File: config.mk
export PLATFORM = sky130hd
export DESIGN_NAME = trap_ctrl
export DESIGN_NICKNAME = d
export VERILOG_FILES = /design/src/rtl/trap_pkg.sv /design/src/rtl/irq_sync.sv /design/src/rtl/trap_ctrl.sv
export SDC_FILE = /design/constraint.sdc
export NUM_CORES = 1
export LEC_CHECK = 0
export CAP_MARGIN = 20
export CORE_AREA = 4 4 112 114
export CTS_BUF_LIST = sky130_fd_sc_hd__clkbuf_4 sky130_fd_sc_hd__clkbuf_8 sky130_fd_sc_hd__clkbuf_16
export CTS_CLUSTER_DIAMETER = 60
export DETAILED_ROUTE_END_ITERATION = 12
export DIE_AREA = 0 0 116 118
export DONT_BUFFER_PORTS = 1
export PLACE_DENSITY = 0.52
export SYNTH_ARGS = -nofsm -noshare
export SYNTH_HDL_FRONTEND = slang
export SYNTH_HIERARCHICAL = 1
export SYNTH_SLANG_ARGS = --single-unit
File: constraint.sdc
create_clock -name clk -period 3.7 [get_ports clk]
set_input_delay 0.37 -clock clk [delete_from_list [all_inputs] [get_ports clk]]
set_output_delay 0.37 -clock clk [all_outputs]
set_load 0.03 [all_outputs]
File: src/rtl/trap_pkg.sv
// rtl/trap_pkg.sv - shared types and constants for the machine-mode trap controller
// Purpose: state enum, CSR addresses, mcause codes and mstatus/mie bit positions
//          used by trap_ctrl.
// Ports:   none (package).
package trap_pkg;

  typedef enum logic [2:0] {
    ST_IDLE,
    ST_SAVE_EPC,
    ST_SAVE_CAUSE,
    ST_SAVE_STATUS,
    ST_MRET_STATUS,
    ST_REDIRECT
  } trap_state_e;

  localparam logic [11:0] CSR_MSTATUS = 12'h300;
  localparam logic [11:0] CSR_MIE     = 12'h304;
  localparam logic [11:0] CSR_MTVEC   = 12'h305;
  localparam logic [11:0] CSR_MEPC    = 12'h341;
  localparam logic [11:0] CSR_MCAUSE  = 12'h342;

  // 32-bit encodings; bit 31 is the interrupt flag and is moved to XLEN-1 by the user.
  localparam logic [31:0] MCAUSE_ILLEGAL = 32'h0000_0002;
  localparam logic [31:0] MCAUSE_MTI     = 32'h8000_0007;
  localparam logic [31:0] MCAUSE_MEI     = 32'h8000_000B;

  localparam int MSTATUS_MIE    = 3;
  localparam int MSTATUS_MPIE   = 7;
  localparam int MSTATUS_MPP_LO = 11;
  localparam int MSTATUS_MPP_HI = 12;
  localparam int MIE_MTIE       = 7;
  localparam int MIE_MEIE       = 11;

endpackage

File: src/rtl/irq_sync.sv
// rtl/irq_sync.sv - flop-chain synchronizer for an asynchronous level input
// Purpose: brings an asynchronous interrupt level into the clk domain.
// Ports:   clk   system clock
//          rst   asynchronous active-high reset, clears every stage
//          d     asynchronous input level
//          q     synchronized level, STAGES cycles behind d
module irq_sync #(
  parameter int STAGES = 2
) (
  input  logic clk,
  input  logic rst,
  input  logic d,
  output logic q
);

  logic [STAGES-1:0] chain;

  always_ff @(posedge clk or posedge rst) begin
    if (rst) begin
      chain <= '0;
    end else begin
      chain <= {chain[STAGES-2:0], d};
    end
  end

  assign q = chain[STAGES-1];

endmodule

File: src/rtl/trap_ctrl.sv
// rtl/trap_ctrl.sv - machine-mode trap entry / MRET exit sequencer and CSR write-port owner
// Purpose: detects illegal-instruction exceptions and pending timer/external
//          interrupts, flushes and stalls the pipeline, writes mepc, mcause and
//          mstatus through the single CSR write port, then redirects the PC to
//          the trap vector (or to mepc on MRET).
// Optional: define TRAP_VECTORED_EN to honour mtvec vectored mode for interrupts.
// Ports:   clk, rst                       clock, asynchronous active-high reset
//          irq_timer, irq_ext             MTIP (synchronous), MEIP (asynchronous)
//          illegal_inst, is_mret,
//          ex_valid, ex_pc                EX-stage status and PC
//          mstatus_q, mie_q, mepc_q,
//          mtvec_q                        current CSR values
//          pipe_csr_wr/addr/wdata         pipeline CSR write request
//          csr_we/addr/wdata              muxed CSR write port
//          pipe_stall, pipe_flush         pipeline control
//          pc_redirect, redirect_pc       PC load request and target
module trap_ctrl #(
  parameter int XLEN            = 32,
  parameter int IRQ_SYNC_STAGES = 2
) (
  input  logic            clk,
  input  logic            rst,
  input  logic            irq_timer,
  input  logic            irq_ext,
  input  logic            illegal_inst,
  input  logic            is_mret,
  input  logic            ex_valid,
  input  logic [XLEN-1:0] ex_pc,
  input  logic [XLEN-1:0] mstatus_q,
  input  logic [XLEN-1:0] mie_q,
  input  logic [XLEN-1:0] mepc_q,
  input  logic [XLEN-1:0] mtvec_q,
  input  logic            pipe_csr_wr,
  input  logic [11:0]     pipe_csr_addr,
  input  logic [XLEN-1:0] pipe_csr_wdata,
  output logic            csr_we,
  output logic [11:0]     csr_addr,
  output logic [XLEN-1:0] csr_wdata,
  output logic            pipe_stall,
  output logic            pipe_flush,
  output logic            pc_redirect,
  output logic [XLEN-1:0] redirect_pc
);

  import trap_pkg::*;

  trap_state_e     state, next_state;
  logic [XLEN-1:0] epc_q, cause_q, target_q;
  logic            irq_ext_sync;
  logic            exc, ext, tmr, take;
  logic [XLEN-1:0] take_cause;
  logic [XLEN-1:0] tvec_base, trap_target;
  logic [XLEN-1:0] status_trap, status_mret;

  // Relocate the interrupt flag of a 32-bit mcause encoding to bit XLEN-1.
  function automatic logic [XLEN-1:0] xcause(input logic [31:0] c);
    logic [XLEN-1:0] r;
    r           = '0;
    r[30:0]     = c[30:0];
    r[XLEN-1]   = c[31];
    return r;
  endfunction

  irq_sync #(.STAGES(IRQ_SYNC_STAGES)) u_irq_sync (
    .clk (clk),
    .rst (rst),
    .d   (irq_ext),
    .q   (irq_ext_sync)
  );

  assign exc  = ex_valid & illegal_inst;
  assign ext  = irq_ext_sync & mie_q[MIE_MEIE] & mstatus_q[MSTATUS_MIE];
  assign tmr  = irq_timer & mie_q[MIE_MTIE] & mstatus_q[MSTATUS_MIE];
  assign take = exc | ext | tmr;

  assign take_cause = exc ? xcause(MCAUSE_ILLEGAL) :
                      ext ? xcause(MCAUSE_MEI)     :
                            xcause(MCAUSE_MTI);

  always_comb begin
    status_trap                                = mstatus_q;
    status_trap[MSTATUS_MPIE]                  = mstatus_q[MSTATUS_MIE];
    status_trap[MSTATUS_MIE]                   = 1'b0;
    status_trap[MSTATUS_MPP_HI:MSTATUS_MPP_LO] = 2'b11;
  end

  always_comb begin
    status_mret               = mstatus_q;
    status_mret[MSTATUS_MIE]  = mstatus_q[MSTATUS_MPIE];
    status_mret[MSTATUS_MPIE] = 1'b1;
  end

  assign tvec_base = {mtvec_q[XLEN-1:2], 2'b00};

`ifdef TRAP_VECTORED_EN
  // Vectored mode only offsets interrupts; exceptions always land on base.
  assign trap_target = (mtvec_q[1:0] == 2'b01 && cause_q[XLEN-1]) ?
                       tvec_base + XLEN'({cause_q[4:0], 2'b00}) : tvec_base;
`else
  assign trap_target = tvec_base;
`endif

  logic unused_bits;
  assign unused_bits = ^{mie_q, mtvec_q[1:0]};

  always_ff @(posedge clk or posedge rst) begin
    if (rst) begin
      state    <= ST_IDLE;
      epc_q    <= '0;
      cause_q  <= '0;
      target_q <= '0;
    end else begin
      state <= next_state;
      if (state == ST_IDLE && take) begin
        epc_q   <= ex_pc;
        cause_q <= take_cause;
      end
      if (state == ST_SAVE_STATUS) begin
        target_q <= trap_target;
      end
      if (state == ST_MRET_STATUS) begin
        target_q <= mepc_q;
      end
    end
  end

  always_comb begin
    next_state  = state;
    csr_we      = 1'b0;
    csr_addr    = '0;
    csr_wdata   = '0;
    pipe_stall  = 1'b0;
    pipe_flush  = 1'b0;
    pc_redirect = 1'b0;
    redirect_pc = '0;

    case (state)
      ST_IDLE: begin
        if (take) begin
          // The EX instruction is killed, so its CSR write is dropped.
          pipe_stall = 1'b1;
          pipe_flush = 1'b1;
          next_state = ST_SAVE_EPC;
        end else if (ex_valid && is_mret) begin
          pipe_stall = 1'b1;
          next_state = ST_MRET_STATUS;
        end else begin
          csr_we    = pipe_csr_wr;
          csr_addr  = pipe_csr_addr;
          csr_wdata = pipe_csr_wdata;
        end
      end
      ST_SAVE_EPC: begin
        csr_we     = 1'b1;
        csr_addr   = CSR_MEPC;
        csr_wdata  = epc_q;
        pipe_stall = 1'b1;
        next_state = ST_SAVE_CAUSE;
      end
      ST_SAVE_CAUSE: begin
        csr_we     = 1'b1;
        csr_addr   = CSR_MCAUSE;
        csr_wdata  = cause_q;
        pipe_stall = 1'b1;
        next_state = ST_SAVE_STATUS;
      end
      ST_SAVE_STATUS: begin
        csr_we     = 1'b1;
        csr_addr   = CSR_MSTATUS;
        csr_wdata  = status_trap;
        pipe_stall = 1'b1;
        next_state = ST_REDIRECT;
      end
      ST_MRET_STATUS: begin
        csr_we     = 1'b1;
        csr_addr   = CSR_MSTATUS;
        csr_wdata  = status_mret;
        pipe_stall = 1'b1;
        next_state = ST_REDIRECT;
      end
      ST_REDIRECT: begin
        pc_redirect = 1'b1;
        redirect_pc = target_q;
        pipe_stall  = 1'b1;
        pipe_flush  = 1'b1;
        next_state  = ST_IDLE;
      end
      default: begin
        next_state = ST_IDLE;
      end
    endcase

    // Outputs are forced quiet while reset is held, including the passthrough.
    if (rst) begin
      csr_we      = 1'b0;
      csr_addr    = '0;
      csr_wdata   = '0;
      pipe_stall  = 1'b0;
      pipe_flush  = 1'b0;
      pc_redirect = 1'b0;
      redirect_pc = '0;
    end
  end

endmodule

# Word-level counts from Yosys, hierarchy flattened
# Index checks and enable logic that the tools add are counted.
totals:
  ff_bits: 101
  inputBits: 212
  output_inout_bits: 80
op_classes:
  n_eq_ne: 6
  mux: 30
  bitwise: 7
  reduce_logical: 7
ops:
  columns: ["cell", "n"]
  rows:
  - ["$mux 32", 8]
  - ["$pmux 32 s5", 1]
  - ["$pmux 12 s4", 1]
  - ["$mux 12", 3]
  - ["$pmux 3 s4", 1]
  - ["$mux 1", 10]
  - ["$eq 3x2->1 const B", 2]
  - ["$eq 3x3->1 const B", 2]
  - ["$mux 3", 2]
  - ["$pmux 1 s2", 3]
  - ["$and 1x1->1", 5]
  - ["$reduce_or 5->1", 1]
  - ["$mux 4", 1]
  - ["$reduce_or 4->1", 1]
  - ["$eq 3x1->1 const B", 1]
  - ["$logic_not 3->1", 1]
  - ["$ne 3x2->1 const B", 1]
  - ["$logic_and 1x1->1", 2]
  - ["$or 1x1->1", 2]
  - ["$reduce_bool 2->1", 1]
  - ["$reduce_or 2->1", 1]

# Logic depth before layout (Yosys ltp)
depth:
  depth_word: 7
  ltp_mapped: 7

# Cells and area by module
# The synthesis kept the hierarchy.
by_module_without_submodules:
  columns: ["mod", "instances", "cells_each", "area_each_um2", "seq_area_each_um2"]
  rows:
  - ["trap_ctrl", 1, 437, 4499.3, 1776.7]
  - ["irq_sync", 1, 3, 53.8, 50.0]

# Worst setup path after synthesis
# Ideal clock, no wire load.
synth_path:
  path_type: "input port to output port"
  start: "in rst"
  end: "out csr_addr[0]"
  arrival_ps: 3008
  t_required_ps: 3330
  setup_slack_ps: 322
  stages: 4
  cell_sequence: "clkinv_1 > nand2_2 > buf_2 > nor2_1"
synth_between:
  elab_chain_len: 1
synth_lines:
  columns: ["element", "line_no", "source"]
  rows:
  - ["from (decl)", "trap_ctrl.sv:22", "input logic rst,"]
  - ["$mux 12", "trap_ctrl.sv:194", "if (rst) begin"]
  - ["to (decl)", "trap_ctrl.sv:37", "output logic [11:0] csr_addr,"]
# Every way passes these cells.

# Worst setup path after layout
layout_path:
  start: "reg state[2]"
  end: "out csr_wdata[15]"
layout_between:
  elab_chain_len: 3
  elab_cells_between_ends: 7
  cone_classes: "4 x eq/ne; 2 x mux; 1 x reduce/logical"
layout_lines:
  columns: ["element", "line_no", "source"]
  rows:
  - ["from (decl)", "trap_ctrl.sv:47", "trap_state_e state, next_state;"]
  - ["from (signal assigned)", "trap_ctrl.sv:113", "state <= next_state;"]
  - ["$eq 3x3->1, or another cell as far along", "trap_ctrl.sv:137", "case (state)"]
  - ["$pmux 32 s5 (*)", "trap_ctrl.sv:137", null]
  - ["$mux 32 (*)", "trap_ctrl.sv:194", null]
  - ["to (decl)", "trap_ctrl.sv:38", "output logic [XLEN-1:0] csr_wdata,"]
# Every way passes the cells marked *; elsewhere a longest branch is shown, timed or not.

==> results.toml <==
[status]
run_status = "finished clean"

[cells_and_area]
nets = 643
fillers = 1112
regArea_mm2 = 0.00183
multi_input_area_mm2 = 0.00247
drive_gt1_share_pct = 23.4
area_growth_pct = 8.71
antenna-diode-count = 0

[yosys]
post-synth-top-count-cell = "dfrtp_1"
async_reset_ff_share_pct = 100
synthCells = 440
netlist_area_mm2 = 0.00455
syn_avg_cell_area_um2 = 10.3
ys_ff_latch = 73
syn_nets = 652
synth_top_area_cell = "dfrtp_1"
yosys-top-cells-area = "dfrtp_1, mux2_4, mux2_2"
yosysSeqAreaShare_pct = 40.1
yosys_warnings = 6
synth_commonest_cells = "dfrtp_1, nand2_1, and2_1"
synth_ff_type = "dfrtp_1"
synth_edf_count = 0
synth_top_area_share_pct = 40.1
synth_cell_types = 45

[pwr]
power.share.switching_pct = 40.6
power.share.combinational_pct = 50.0
switchingPower_mw = 1.85
vdd_drop_max_mv = 0.424
intPower_mw = 2.72
p_clk_share_pct = 18.5
p_leak_nw = 2.08
seq_power_share_pct = 31.6
cellPowerDensity_mw_per_mm2 = 923

[sta]
worst_slack_ns = 0.596
max-slew-margin-rel_pct = 31.4
timing.fmax_mhz = 322
hold_viol = 0
fin_crit_sh_pct = 83.9
setup_tns_ns = 0
rsz0062_at_grt = "false"
setup_viol = 0
period_minus_slack_ns = 3.10
drv_slew = 0
finalClockSkew_ns = 0.00664
tightest_slew_ns = 1.03

[detailed_routing]
ant_nets = 0
routed_wl_mm = 12.1
via_per_inst = 5.78
num_vias = 3347
routedWlPerCell_um = 20.8
drc = 0
drtIter0Drc = 195
dr.pass1.iters = 8

[placement]
dp_slack_ns = 0.938
io_buffers = 0
place_congestion = 0.758
dp_hpwl_mm = 9.11

[setup_path]
crit_fanout = 40
rr_worst_depth = 6
endpoint_kind = "output pin"
path_class = "register to output pin"
rrSetupSlack_ns = 1.08
cp.required_ns = 3.33
cp.arrival_ns = 2.73
crit_path_start_kind = "register"

[floorplanning]
row_count = 39
die_h_um = 118
die_w_um = 116
die_area_mm2 = 0.0137
core_area_mm2 = 0.0114
start_util_pct = 39.9
ios = 292

[clocking]
cts_max_path_buffers = 2
clk_pin_slew_ns = 0.06
numCtsBuffers = 9
clock_sinks = 73
clock_tree.root_cell = "clkbuf_16"
tritoncts = "built"
htree_levels = 3
postCtsSetupBuffers = 0
worst_skew_pair.late_latency_ns = 0.32

[global_route]
antenna_found_initial = 0
grt_pass1_vias = 3459
grtUsageTotal_pct = 17.1
overflow = 0
grt_max_degree = 46
grt_pass1_wl_mm = 18.6

[min_path]
min_path_type = "input pin to asynchronous set/reset pin"

[flow_run]
cap_violations = 0
per-layer routing:
layer | vias to the layer above | track usage, % | routed length (um)
met5 | - | 0 | 0
met2 | 188 | 28.9 | 5960
met3 | 15 | 4.47 | 1190
li1 | 1578 | - | -
met1 | 1566 | 20.7 | 4690
met4 | 0 | 6.09 | 228
state kept, by name (all words and copies together) (netlist names):
signal and count:
u_irq_sync/chain 2, state 3, cause_q 4, epc_q 32
target_q 32
layout make-up:
class | count | share of cell area, %
tap | 143 | 3.61
sequential | 73 | 36.9
clock buffer | 14 | 5.81
clock inverter | 2 | 0.202
inverter | 5 | 0.404
multi-input combinational | 323 | 49.8
timing repair buffer | 19 | 3.19
stage by stage:
stage | hold slack, ns | utilization (%) | cell area (um^2) | power, mW | cells
finish | 0.0294 | 43.3 | 4950 | 4.57 | 579
global route | 0.0566 | 43.3 | 4950 | 4.90 | 579
CTS | 0.0409 | 43.3 | 4950 | 4.63 | 579
detailed placement | 0.119 | 40.7 | 4640 | 3.77 | 562
global placement | 0.114 | 40.7 | 4640 | 3.71 | 562
floorplan | 0.111 | - | 4550 | 3.41 | 440
worst max-delay path: stages, from the launching register on:
cell,delay (ns)
dfrtp_1,0.56
nor3_4,0.37
o211a_1,0.37
buf_4,0.44
a222oi_1,0.15
nor2_1,0.50
logic make-up (layout without fill, tap and decap cells):
kind of cell           after synthesis  in the layout  synth area share [%]
AOI/OAI and AO/OA                   98             98                  15.1
buffers and inverters               44             40                  6.16
muxes                               91             91                  24.0
and+or+nand+nor                    134            134                  14.6
DFF                                 73             73                  40.1
path summary, 6_finish.rpt:
check,startpoint,end
max in group asynchronous,rst,state[1]$_DFFE_PP0P_
worst max register to register,state[2]$_DFFE_PP0P_,target_q[24]$_DFFE_PP0P_
min in group clk,irq_ext,u_irq_sync/chain[0]$_DFF_PP0_
worst max-delay path,state[2]$_DFFE_PP0P_,csr_wdata[15]
worst min register to register,u_irq_sync/chain[0]$_DFF_PP0_,u_irq_sync/chain[1]$_DFF_PP0_
worst min-delay path,rst,target_q[9]$_DFFE_PP0P_
timing repair:
item,4_1_cts,5_1_grt
hold endpoints to repair,2,0
hold buffers,1,0
resized for setup,0,0
power groups by stage:
| stage | registers, mW | clock network (mW) | logic, mW |
|---|---|---|---|
| after floorplan | 1.33 | 0 | 2.08 |
| after global placement | 1.45 | 0 | 2.26 |
| after detailed placement | 1.45 | 0 | 2.32 |
| after CTS | 1.45 | 0.869 | 2.32 |
| after global routing | 1.50 | 0.898 | 2.50 |
| final | 1.44 | 0.844 | 2.28 |
cells in the final DEF, fill, tap and decap left out, types with 3 or more instances in the layout:
master / count
nand2_1: 46
buf_4: 17
mux2_4: 29
nor2_1: 32
and2_1: 33
and3_1: 7
dfrtp_1: 72
a22o_1: 3
o21ai_0: 6
a221oi_1: 6
inv_1: 4
clkinv_2: 3
o21ai_1: 30
clkbuf_16: 9
a21oi_1: 14
clkbuf_8: 4
a222oi_1: 24
mux2_2: 30
mux2i_1: 32
No activity file was read; power rests on OpenSTA's default activity.
